File: src/rtl/decode_execute_reg_pkg.sv
// Shared ALU/control package: ALU operation codes, default execute
// latencies for the multi-cycle operations, the execute-stage FSM state
// type, and the packed bundle of decode/execute pipeline fields.
package decode_execute_reg_pkg;

    // ALU operation codes; every other 4-bit value is undefined
    typedef enum logic [3:0] {
        ALU_NOP    = 4'd0,
        ALU_ADD    = 4'd1,
        ALU_SUB    = 4'd2,
        ALU_MULT   = 4'd3,
        ALU_BUFFER = 4'd4,
        ALU_AV     = 4'd5
    } alu_op_e;

    // Default execute-stage occupancy of the multi-cycle operations
    localparam int unsigned MULT_LAT_DEF = 3;
    localparam int unsigned AV_LAT_DEF   = 2;

    // Execute-stage occupancy FSM
    typedef enum logic {
        EX_IDLE  = 1'b0,
        EX_MULTI = 1'b1
    } ex_state_e;

    // Every field carried from decode into execute
    typedef struct packed {
        logic        alu_src;
        logic        mem_to_reg;
        logic        reg_write;
        logic        plus_one;
        logic        branch;
        logic        pc_src;
        logic [3:0]  alu_control;
        logic [31:0] rd1;
        logic [31:0] rd2;
        logic [31:0] ext_imm;
        logic [3:0]  ra1;
        logic [3:0]  ra2;
        logic [3:0]  wa3;
    } de_fields_t;

    // A bubble is all-zero; ALU_NOP is encoded as zero
    localparam de_fields_t DE_BUBBLE = '0;

    // True for the six defined ALU codes
    function automatic logic alu_op_legal(input logic [3:0] op);
        logic legal;
        case (op)
            ALU_NOP, ALU_ADD, ALU_SUB,
            ALU_MULT, ALU_BUFFER, ALU_AV: legal = 1'b1;
            default:                      legal = 1'b0;
        endcase
        return legal;
    endfunction

    // True for operations that occupy execute for more than one cycle
    function automatic logic alu_op_multi(input logic [3:0] op);
        logic multi;
        case (op)
            ALU_MULT, ALU_AV: multi = 1'b1;
            default:          multi = 1'b0;
        endcase
        return multi;
    endfunction

endpackage

File: src/rtl/decode_execute_reg_exec_latency_ctr.sv
// Execute-stage occupancy tracker: a two-state FSM with a 2-bit
// down-counter that keeps a multi-cycle operation resident in execute.
// Ports:
//   clk, rst_n      clock, asynchronous active-low reset
//   flush           bubble being loaded into execute (returns to IDLE)
//   load            decode/execute register is capturing a new instruction
//   load_op         ALU code of the instruction being captured
//   resident_valid  a real (non-bubble) instruction sits in execute
//   multi_stall     multi-cycle op still has cycles to go
//   result_valid    final execute cycle of the resident instruction
//   busy            execute register must hold its contents
module exec_latency_ctr
    import decode_execute_reg_pkg::*;
#(
    parameter int unsigned MULT_LAT = MULT_LAT_DEF,
    parameter int unsigned AV_LAT   = AV_LAT_DEF
) (
    input  logic       clk,
    input  logic       rst_n,
    input  logic       flush,
    input  logic       load,
    input  logic [3:0] load_op,
    input  logic       resident_valid,
    output logic       multi_stall,
    output logic       result_valid,
    output logic       busy
);

    // The counter holds the cycles remaining after the current one
    localparam logic [1:0] MULT_CNT = 2'(MULT_LAT - 1);
    localparam logic [1:0] AV_CNT   = 2'(AV_LAT - 1);

    ex_state_e  state_r;
    logic [1:0] cnt_r;
    logic [1:0] start_cnt_s;
    logic       start_multi_s;

    // Initial count for a multi-cycle op being captured this edge
    always_comb begin
        start_cnt_s   = 2'd0;
        start_multi_s = load & alu_op_multi(load_op);
        case (load_op)
            ALU_MULT: start_cnt_s = MULT_CNT;
            ALU_AV:   start_cnt_s = AV_CNT;
            default:  start_cnt_s = 2'd0;
        endcase
    end

    // Occupancy FSM and down-counter
    always_ff @(posedge clk or negedge rst_n) begin
        if (!rst_n) begin
            state_r <= EX_IDLE;
            cnt_r   <= 2'd0;
        end else if (flush) begin
            state_r <= EX_IDLE;
            cnt_r   <= 2'd0;
        end else begin
            case (state_r)
                EX_IDLE: begin
                    if (start_multi_s) begin
                        state_r <= EX_MULTI;
                        cnt_r   <= start_cnt_s;
                    end else begin
                        state_r <= EX_IDLE;
                        cnt_r   <= 2'd0;
                    end
                end
                EX_MULTI: begin
                    if (cnt_r != 2'd0) begin
                        cnt_r <= cnt_r - 2'd1;
                    end else if (start_multi_s) begin
                        // back-to-back multi-cycle op: no idle cycle
                        state_r <= EX_MULTI;
                        cnt_r   <= start_cnt_s;
                    end else begin
                        state_r <= EX_IDLE;
                        cnt_r   <= 2'd0;
                    end
                end
                default: begin
                    state_r <= EX_IDLE;
                    cnt_r   <= 2'd0;
                end
            endcase
        end
    end

    // Status flags decoded straight from the state and counter registers
    always_comb begin
        multi_stall  = (state_r == EX_MULTI) && (cnt_r != 2'd0);
        busy         = multi_stall;
        if (state_r == EX_MULTI) begin
            result_valid = (cnt_r == 2'd0);
        end else begin
            result_valid = resident_valid;
        end
    end

endmodule

File: src/rtl/decode_execute_reg.sv
// Decode/execute pipeline register with multi-cycle execute support.
// Captures decode control and data into execute, inserts bubbles on
// flush, holds on stall or while a MULT/AV is still executing, squashes
// undefined ALU codes, and reports execute occupancy status.
// Ports:
//   clk, rst_n                       clock, asynchronous active-low reset
//   StallD, FlushE                   hazard-unit hold / bubble request
//   *D inputs                        decode-stage control, data, reg numbers
//   *E outputs                       registered execute-stage copies
//   MultiStallE                      multi-cycle op still executing
//   ResultValidE                     final execute cycle of resident instr
//   IllegalOpE                       one-cycle pulse on undefined ALU code
module decode_execute_reg
    import decode_execute_reg_pkg::*;
#(
    parameter int unsigned MULT_LAT = MULT_LAT_DEF,
    parameter int unsigned AV_LAT   = AV_LAT_DEF
) (
    input  logic        clk,
    input  logic        rst_n,
    input  logic        StallD,
    input  logic        FlushE,
    input  logic        ALUSrcD,
    input  logic        MemToRegD,
    input  logic        RegWriteD,
    input  logic        PlusOneD,
    input  logic        BranchD,
    input  logic        PCSrcD,
    input  logic [3:0]  ALUControlD,
    input  logic [31:0] RD1D,
    input  logic [31:0] RD2D,
    input  logic [31:0] ExtImmD,
    input  logic [3:0]  RA1D,
    input  logic [3:0]  RA2D,
    input  logic [3:0]  WA3D,
    output logic        ALUSrcE,
    output logic        MemToRegE,
    output logic        RegWriteE,
    output logic        PlusOneE,
    output logic        BranchE,
    output logic        PCSrcE,
    output logic [3:0]  ALUControlE,
    output logic [31:0] RD1E,
    output logic [31:0] RD2E,
    output logic [31:0] ExtImmE,
    output logic [3:0]  RA1E,
    output logic [3:0]  RA2E,
    output logic [3:0]  WA3E,
    output logic        MultiStallE,
    output logic        ResultValidE,
    output logic        IllegalOpE
);

    de_fields_t d_fields_s;
    de_fields_t ex_nxt_s;
    de_fields_t ex_r;
    logic       valid_nxt_s;
    logic       valid_r;
    logic       illegal_nxt_s;
    logic       illegal_r;
    logic       busy_s;
    logic       load_s;

    assign d_fields_s = '{
        alu_src:     ALUSrcD,
        mem_to_reg:  MemToRegD,
        reg_write:   RegWriteD,
        plus_one:    PlusOneD,
        branch:      BranchD,
        pc_src:      PCSrcD,
        alu_control: ALUControlD,
        rd1:         RD1D,
        rd2:         RD2D,
        ext_imm:     ExtImmD,
        ra1:         RA1D,
        ra2:         RA2D,
        wa3:         WA3D
    };

    // Flush beats the multi-cycle hold, which beats StallD
    assign load_s = ~FlushE & ~busy_s & ~StallD;

    exec_latency_ctr #(
        .MULT_LAT (MULT_LAT),
        .AV_LAT   (AV_LAT)
    ) u_exec_latency_ctr (
        .clk            (clk),
        .rst_n          (rst_n),
        .flush          (FlushE),
        .load           (load_s),
        .load_op        (ALUControlD),
        .resident_valid (valid_r),
        .multi_stall    (MultiStallE),
        .result_valid   (ResultValidE),
        .busy           (busy_s)
    );

    // Next execute contents: bubble, hold, or capture (squashing undefined ops)
    always_comb begin
        ex_nxt_s      = ex_r;
        valid_nxt_s   = valid_r;
        illegal_nxt_s = 1'b0;
        if (FlushE) begin
            ex_nxt_s    = DE_BUBBLE;
            valid_nxt_s = 1'b0;
        end else if (load_s) begin
            ex_nxt_s = d_fields_s;
            if (alu_op_legal(ALUControlD)) begin
                valid_nxt_s = 1'b1;
            end else begin
                // Undefined op: keep data for debug, kill every side effect.
                // It is not a real instruction, so no result is reported.
                ex_nxt_s.alu_control = ALU_NOP;
                ex_nxt_s.reg_write   = 1'b0;
                ex_nxt_s.mem_to_reg  = 1'b0;
                ex_nxt_s.branch      = 1'b0;
                ex_nxt_s.pc_src      = 1'b0;
                valid_nxt_s          = 1'b0;
                illegal_nxt_s        = 1'b1;
            end
        end else begin
            ex_nxt_s    = ex_r;
            valid_nxt_s = valid_r;
        end
    end

    // Execute-stage register bank
    always_ff @(posedge clk or negedge rst_n) begin
        if (!rst_n) begin
            ex_r      <= DE_BUBBLE;
            valid_r   <= 1'b0;
            illegal_r <= 1'b0;
        end else begin
            ex_r      <= ex_nxt_s;
            valid_r   <= valid_nxt_s;
            illegal_r <= illegal_nxt_s;
        end
    end

    assign ALUSrcE     = ex_r.alu_src;
    assign MemToRegE   = ex_r.mem_to_reg;
    assign RegWriteE   = ex_r.reg_write;
    assign PlusOneE    = ex_r.plus_one;
    assign BranchE     = ex_r.branch;
    assign PCSrcE      = ex_r.pc_src;
    assign ALUControlE = ex_r.alu_control;
    assign RD1E        = ex_r.rd1;
    assign RD2E        = ex_r.rd2;
    assign ExtImmE     = ex_r.ext_imm;
    assign RA1E        = ex_r.ra1;
    assign RA2E        = ex_r.ra2;
    assign WA3E        = ex_r.wa3;
    assign IllegalOpE  = illegal_r;

endmodule

File: config.mk
export PLATFORM = sky130hd
export DESIGN_NAME = decode_execute_reg
export DESIGN_NICKNAME = d
export VERILOG_FILES = /design/src/rtl/decode_execute_reg_pkg.sv /design/src/rtl/decode_execute_reg_exec_latency_ctr.sv /design/src/rtl/decode_execute_reg.sv
export SDC_FILE = /design/constraint.sdc
export NUM_CORES = 1
export LEC_CHECK = 0
export BUFFER_PORTS_ARGS = -buffer_cell sky130_fd_sc_hd__buf_2
export CAP_MARGIN = 30
export CORE_MARGIN = 1.5
export CORE_UTILIZATION = 43
export DETAILED_ROUTE_END_ITERATION = 8
export GPL_ROUTABILITY_DRIVEN = 0
export PLACE_DENSITY = 0.8
export RECOVER_POWER = 25
export SYNTH_ARGS = -nofsm -noshare
export SYNTH_HDL_FRONTEND = slang
export SYNTH_SLANG_ARGS = --single-unit
File: constraint.sdc
create_clock -name clk -period 1.7 [get_ports clk]
set_input_delay 0 -clock clk [delete_from_list [all_inputs] [get_ports clk]]
set_output_delay 0 -clock clk [all_outputs]
set_load 0.01 [all_outputs]
## Word level (Yosys, flattened, before mapping)

Cells that the tools add are included.

| operators by class | value |
|---|---|
| add/subtract/negate cells | 1 |
| eq/ne operators | 5 |
| mux-type cells | 24 |
| bitwise gates (word level) | 7 |
| reductions and logical operators | 7 |

Operators by type and width:

| cell | number |
|---|---|
| two-way mux 118 bit | 2 |
| two-way mux 1 bit | 14 |
| == test 4 x 2 -> 1 bit (second input constant) | 2 |
| == test 4 x 3 -> 1 bit (second input constant) | 2 |
| two-way mux 2 bit | 4 |
| case mux 2 bit (2 select lines) | 2 |
| two-way mux 6 bit | 1 |
| OR reduction 6 bit | 1 |
| == test 4 x 1 -> 1 bit (second input constant) | 1 |
| logical NOT 4 bit | 1 |
| NOT 1 bit | 4 |
| nonzero test 2 bit | 2 |
| AND 1 bit | 3 |
| logical NOT 2 bit | 1 |
| case mux 1 bit (2 select lines) | 1 |
| OR reduction 2 bit | 1 |
| subtractor 2 x 1 -> 2 bit (second input constant) | 1 |
| logical AND 1 bit | 1 |

| storage, ports and cells | value |
|---|---|
| flip-flop bits (word level) | 123 |
| input port bits | 122 |
| output and inout port bits | 121 |
| logic and storage cells | 61 |

## Logic depth before layout (Yosys ltp)

| depth | value |
|---|---|
| depth in word-level cells | 10 |
| mapped depth | 7 |
| mapped depth without buffers | 3 |

## By module

A second synthesis with hierarchy kept.

| second synthesis, totals | value |
|---|---|
| cell total of the unflattened synthesis | 292 |
| area total of the unflattened synthesis | 4451.8 um^2 |

By module, submodules not included:

| module | instances | cells an instance | area each (um^2) | sequential area each (um^2) |
|---|---|---|---|---|
| decode_execute_reg | 1 | 274 | 4274.1 | 3002.9 |
| exec_latency_ctr | 1 | 18 | 177.7 | 75.1 |

## Worst setup path before layout

Ideal clock, no wire load.

| path | value |
|---|---|
| path type | reg-to-reg |
| from | register u_exec_latency_ctr.cnt_r[1] |
| to | register ex_r, in the netlist ALUSrcE |
| setup time | 125 ps |
| arrival time | 1640 ps |
| data required time | 1575 ps |
| slack | -66 ps |
| cell stages (with the launch flop) | 8 |
| buffers on the path | 4 |
| clock period less this slack | 1766 ps |
| cell sequence | dfrtp_1 o21a_1 clkbuf_1 or3_1 clkbuf_1 buf_6 buf_6 mux2_4 |

| between the ends | value |
|---|---|
| longest elaborated chain between the ends | 6 |

Ends and longest elaborated chain:

| element | RTL line | text |
|---|---|---|
| start: declaration | decode_execute_reg_exec_latency_ctr.sv:34 | `logic [1:0] cnt_r;` |
| start signal: assignment | decode_execute_reg_exec_latency_ctr.sv:62 | `cnt_r <= start_cnt_s;` |
| start signal: assignment | decode_execute_reg_exec_latency_ctr.sv:70 | `cnt_r <= cnt_r - 2'd1;` |
| start signal: assignment | decode_execute_reg_exec_latency_ctr.sv:74 | `cnt_r <= start_cnt_s;` |
| nonzero test 2 bit | decode_execute_reg_exec_latency_ctr.sv:90 | `multi_stall = (state_r == EX_MULTI) && (cnt_r != 2'd0);` |
| logical AND 1 bit | decode_execute_reg_exec_latency_ctr.sv:90 |  |
| NOT 1 bit | decode_execute_reg.sv:81 | `assign load_s = ~FlushE & ~busy_s & ~StallD;` |
| AND 1 bit (2 in series) | decode_execute_reg.sv:81 |  |
| nonzero test 2 bit (no line) | n/a |  |
| end signal: assignment | decode_execute_reg.sv:134 | `ex_r <= ex_nxt_s;` |
| end: declaration | decode_execute_reg.sv:56 | `de_fields_t ex_r;` |

Every way passes these cells.
A chain may end at the register's enable or synchronous reset.

## Worst setup path after layout

| path | value |
|---|---|
| from | register u_exec_latency_ctr.cnt_r[1] |
| to | register ex_r, in the netlist RD2E[29] |

The elaborated chain is that of the path after synthesis.

==> flow_metrics.tcl <==
set metrics [dict create \
    synthTopCellsByArea "dfrtp_1, o211ai_1, o21ai_0" \
    drt-pass1-iter-count 5 \
    utilization 0.715 \
    rows 40 \
    yosysSeqAreaShare 0.574 \
    status "finished, final reports clean" \
    antenna_found_initial 1 \
    cts_setup_buffers 0 \
    ant_nets 0 \
    initial_utilization 0.444 \
    die_x_um 115 \
    track_usage 0.267 \
    cts.sinks 123 \
    fmax_mhz 604 \
    clk-insertion-delay-late_ps 410 \
    area_growth_pct 60.9 \
    synthMuxAreaShare 0.0581 \
    routedWlPerCell_um 16.6 \
    rsz0062_at_grt "yes" \
    finalSetupViolCount 0 \
    first_global_vias 5559 \
    p_per_area_nw_per_um2 917 \
    via_count 5306 \
    path_cells "o21a_4 > or3_4 > clkbuf_16 > mux2_2" \
    syn-num-nets 639 \
    combPwrFrac 0.140 \
    drt-total-wl_um 17500 \
    synth_top_cell_by_area "dfrtp_1" \
    clk_pin_slew_ps 50 \
    path_class "flop to flop" \
    synthXorXnorAreaFrac 0.00163 \
    grt_overflow_total 0 \
    cts_root_buf "clkbuf_16" \
    yosysWarnings 0 \
    drcViolationCount 0 \
    ios 243 \
    intPower_uw 6040 \
    core-area_um2 12100 \
    vias_per_cell 5.06 \
    syn-cell-area_um2 5360 \
    synth_top_area_frac 0.574 \
    synthAdderAreaFrac 0 \
    slew_headroom 0.366 \
    synth-compound-area-share 0.224 \
    end_kind "flop" \
    synth_cell_types 24 \
    cts_tree "done" \
    hold_path_class "input port to flop" \
    fin_nets 989 \
    vdd_drop_max_mv 0.671 \
    p_switching_uw 1870 \
    finClkSkew_ps 6.29 \
    path_delay_family "simple AND/OR/NAND/NOR gates" \
    cp_slowest_cell "or3_4" \
    sequentialPowerShare 0.403 \
    drt_iter0_drc 454 \
    required_ps 2000 \
    slowest_delay_ps 410 \
    arrival_ps 1950 \
    max_slew.worst_pin.slew_ps 951 \
    cp_num_buf_inv 1 \
    fin_crit_sh 0.974 \
    swShare 0.237 \
    synth-simple-area-share 0.0441 \
    ys_ff_latch 123 \
    portBuffers 242 \
    postSynthAreaPerCell_um2 10.4 \
    cp-start-kind "flop" \
    die_y_um 115 \
    grt_max_degree 70 \
    critPathMaxFanout 25 \
    grt_pass1_wl_um 27300 \
    synth_top_family_by_area "compound AO/OA/AOI/OAI gates" \
    period_needed_ps 1660 \
    dp_hpwl_um 9360 \
    cts_htree_levels 4 \
    slew_viol_final 0 \
    finalWorstSetupSlack_ps 43.8 \
    leakagePower_uw 0.00457 \
    clockBufferDepth 2 \
    die_area_um2 13100 \
    hold_viol 0 \
    maxCapViolCount 0 \
    synth_cells 517 \
    pre_cts_slack_ps 44.2 \
    cts_buffers 17 \
    hold_slack_ps 52.7 \
    drive_gt1_frac 0.361 \
    clkPwrFrac 0.457 \
]
[cell families after synthesis]
| group | count (synthesis) |
|---|---|
| buf+inv | 135 |
| flops | 123 |
| xor+xnor | 1 |
| simple gates | 42 |
| compound gates | 190 |
| mux | 26 |
[final timing paths]
kind | start | endpoint | slack, ps | depth (start not counted)
max in group asynchronous | rst_n | ExtImmE[7]$_DFFE_PN0P_ | 300 | 3
worst max-delay path | u_exec_latency_ctr.cnt_r[1]$_DFF_PN0_ | RD2E[29]$_DFFE_PN0P_ | 40 | 4
worst max register to register | u_exec_latency_ctr.cnt_r[1]$_DFF_PN0_ | RD2E[29]$_DFFE_PN0P_ | 40 | 4
worst min register to register | u_exec_latency_ctr.cnt_r[0]$_DFF_PN0_ | u_exec_latency_ctr.cnt_r[0]$_DFF_PN0_ | 510 | 1
min in group asynchronous | rst_n | RD1E[11]$_DFFE_PN0P_ | 280 | 2
worst min-delay path | FlushE | u_exec_latency_ctr.state_r$_DFF_PN0_ | 50 | 3
[cells in the final DEF, fill, tap and decap left out, types with 5 or more instances in the layout]
cell type / synthesis / layout
o21ai_0: 92 / 85
clkbuf_16: 0 / 19
o211ai_1: 92 / 92
mux2_4: 5 / 5
nand2_1: 7 / 7
mux2_2: 21 / 21
buf_4: 0 / 7
o21ai_1: 0 / 7
nor2b_1: 26 / 26
inv_1: 87 / 86
buf_2: 2 / 241
clkinv_2: 0 / 5
dfrtp_1: 123 / 123
dlygate4sd3_1: 0 / 119
clkbuf_8: 0 / 6
[worst reg2reg max path: cells and delay by family, from the launching register on]
kind / cells / cell delay, ps
AND/OR/NAND/NOR: 1 / 410
flip-flops: 1 / 400
multiplexers: 1 / 280
AO/OA/AOI/OAI: 1 / 240
buffers and inverters: 1 / 220
[registers in the layout (all words and copies together), names as in the netlist, 2 cells and up]
name / flops
RD2E: 32
RA2E: 4
RA1E: 4
RD1E: 32
ALUControlE: 4
u_exec_latency_ctr.cnt_r: 2
ExtImmE: 32
WA3E: 4
[power groups by stage]
stage | registers (uW) | clock network (uW) | logic, uW
floorplan | 3310 | 0 | 299
global placement | 3220 | 0 | 840
detailed placement | 3230 | 0 | 854
CTS | 3180 | 3660 | 1070
global route | 3210 | 3820 | 1200
finish | 3190 | 3610 | 1110
[per-stage QoR]
step,cell area (um2),cells,setup TNS [ps],total power (uW)
finish,8630,1049,0,7910
global route,8630,1049,-116,8230
CTS,8590,1046,0,7910
detailed placement,6790,895,0,4080
global placement,6790,895,0,4060
floorplan,5370,517,-257,3610
[cell type report]
| type | count | area [um2] |
|---|---|---|
| diodes | 1 | 2.50 |
| clock buffers | 25 | 515 |
| clock inverters | 7 | 85.1 |
| fillers | 807 | 3430 |
| inverters | 87 | 327 |
| multi-input cells | 259 | 1770 |
| flip-flops and latches | 123 | 3080 |
| well taps | 168 | 210 |
| repair buffers | 379 | 2640 |
[layer usage]
metal  track usage  part of all wire
met1         0.308              0.39
met2         0.453              0.51
met3        0.0794             0.072
met4         0.132             0.028
met5             0                 0
[Yosys cell counts, drive strengths merged]
cell and count:
dfrtp 123, o211ai 92, o21ai 92, inv 87, clkbuf 41, mux2 26, nor2b 26, buf 7
nand2 7, nor2 4, a21oi 2, a211oi 1, a32oi 1, and3 1, nand2b 1, nand4 1
nor3b 1, o21a 1, o41ai 1, or3 1, xor2 1
[what timing repair did]
action / CTS / global route
setup endpoints to repair: 1 / 33
gates resized for setup: 1 / 8
hold buffers: 119 / 0
hold endpoints to repair: 229 / 0
gates cloned: 0 / 2
Power figures use the tool's default switching activity.
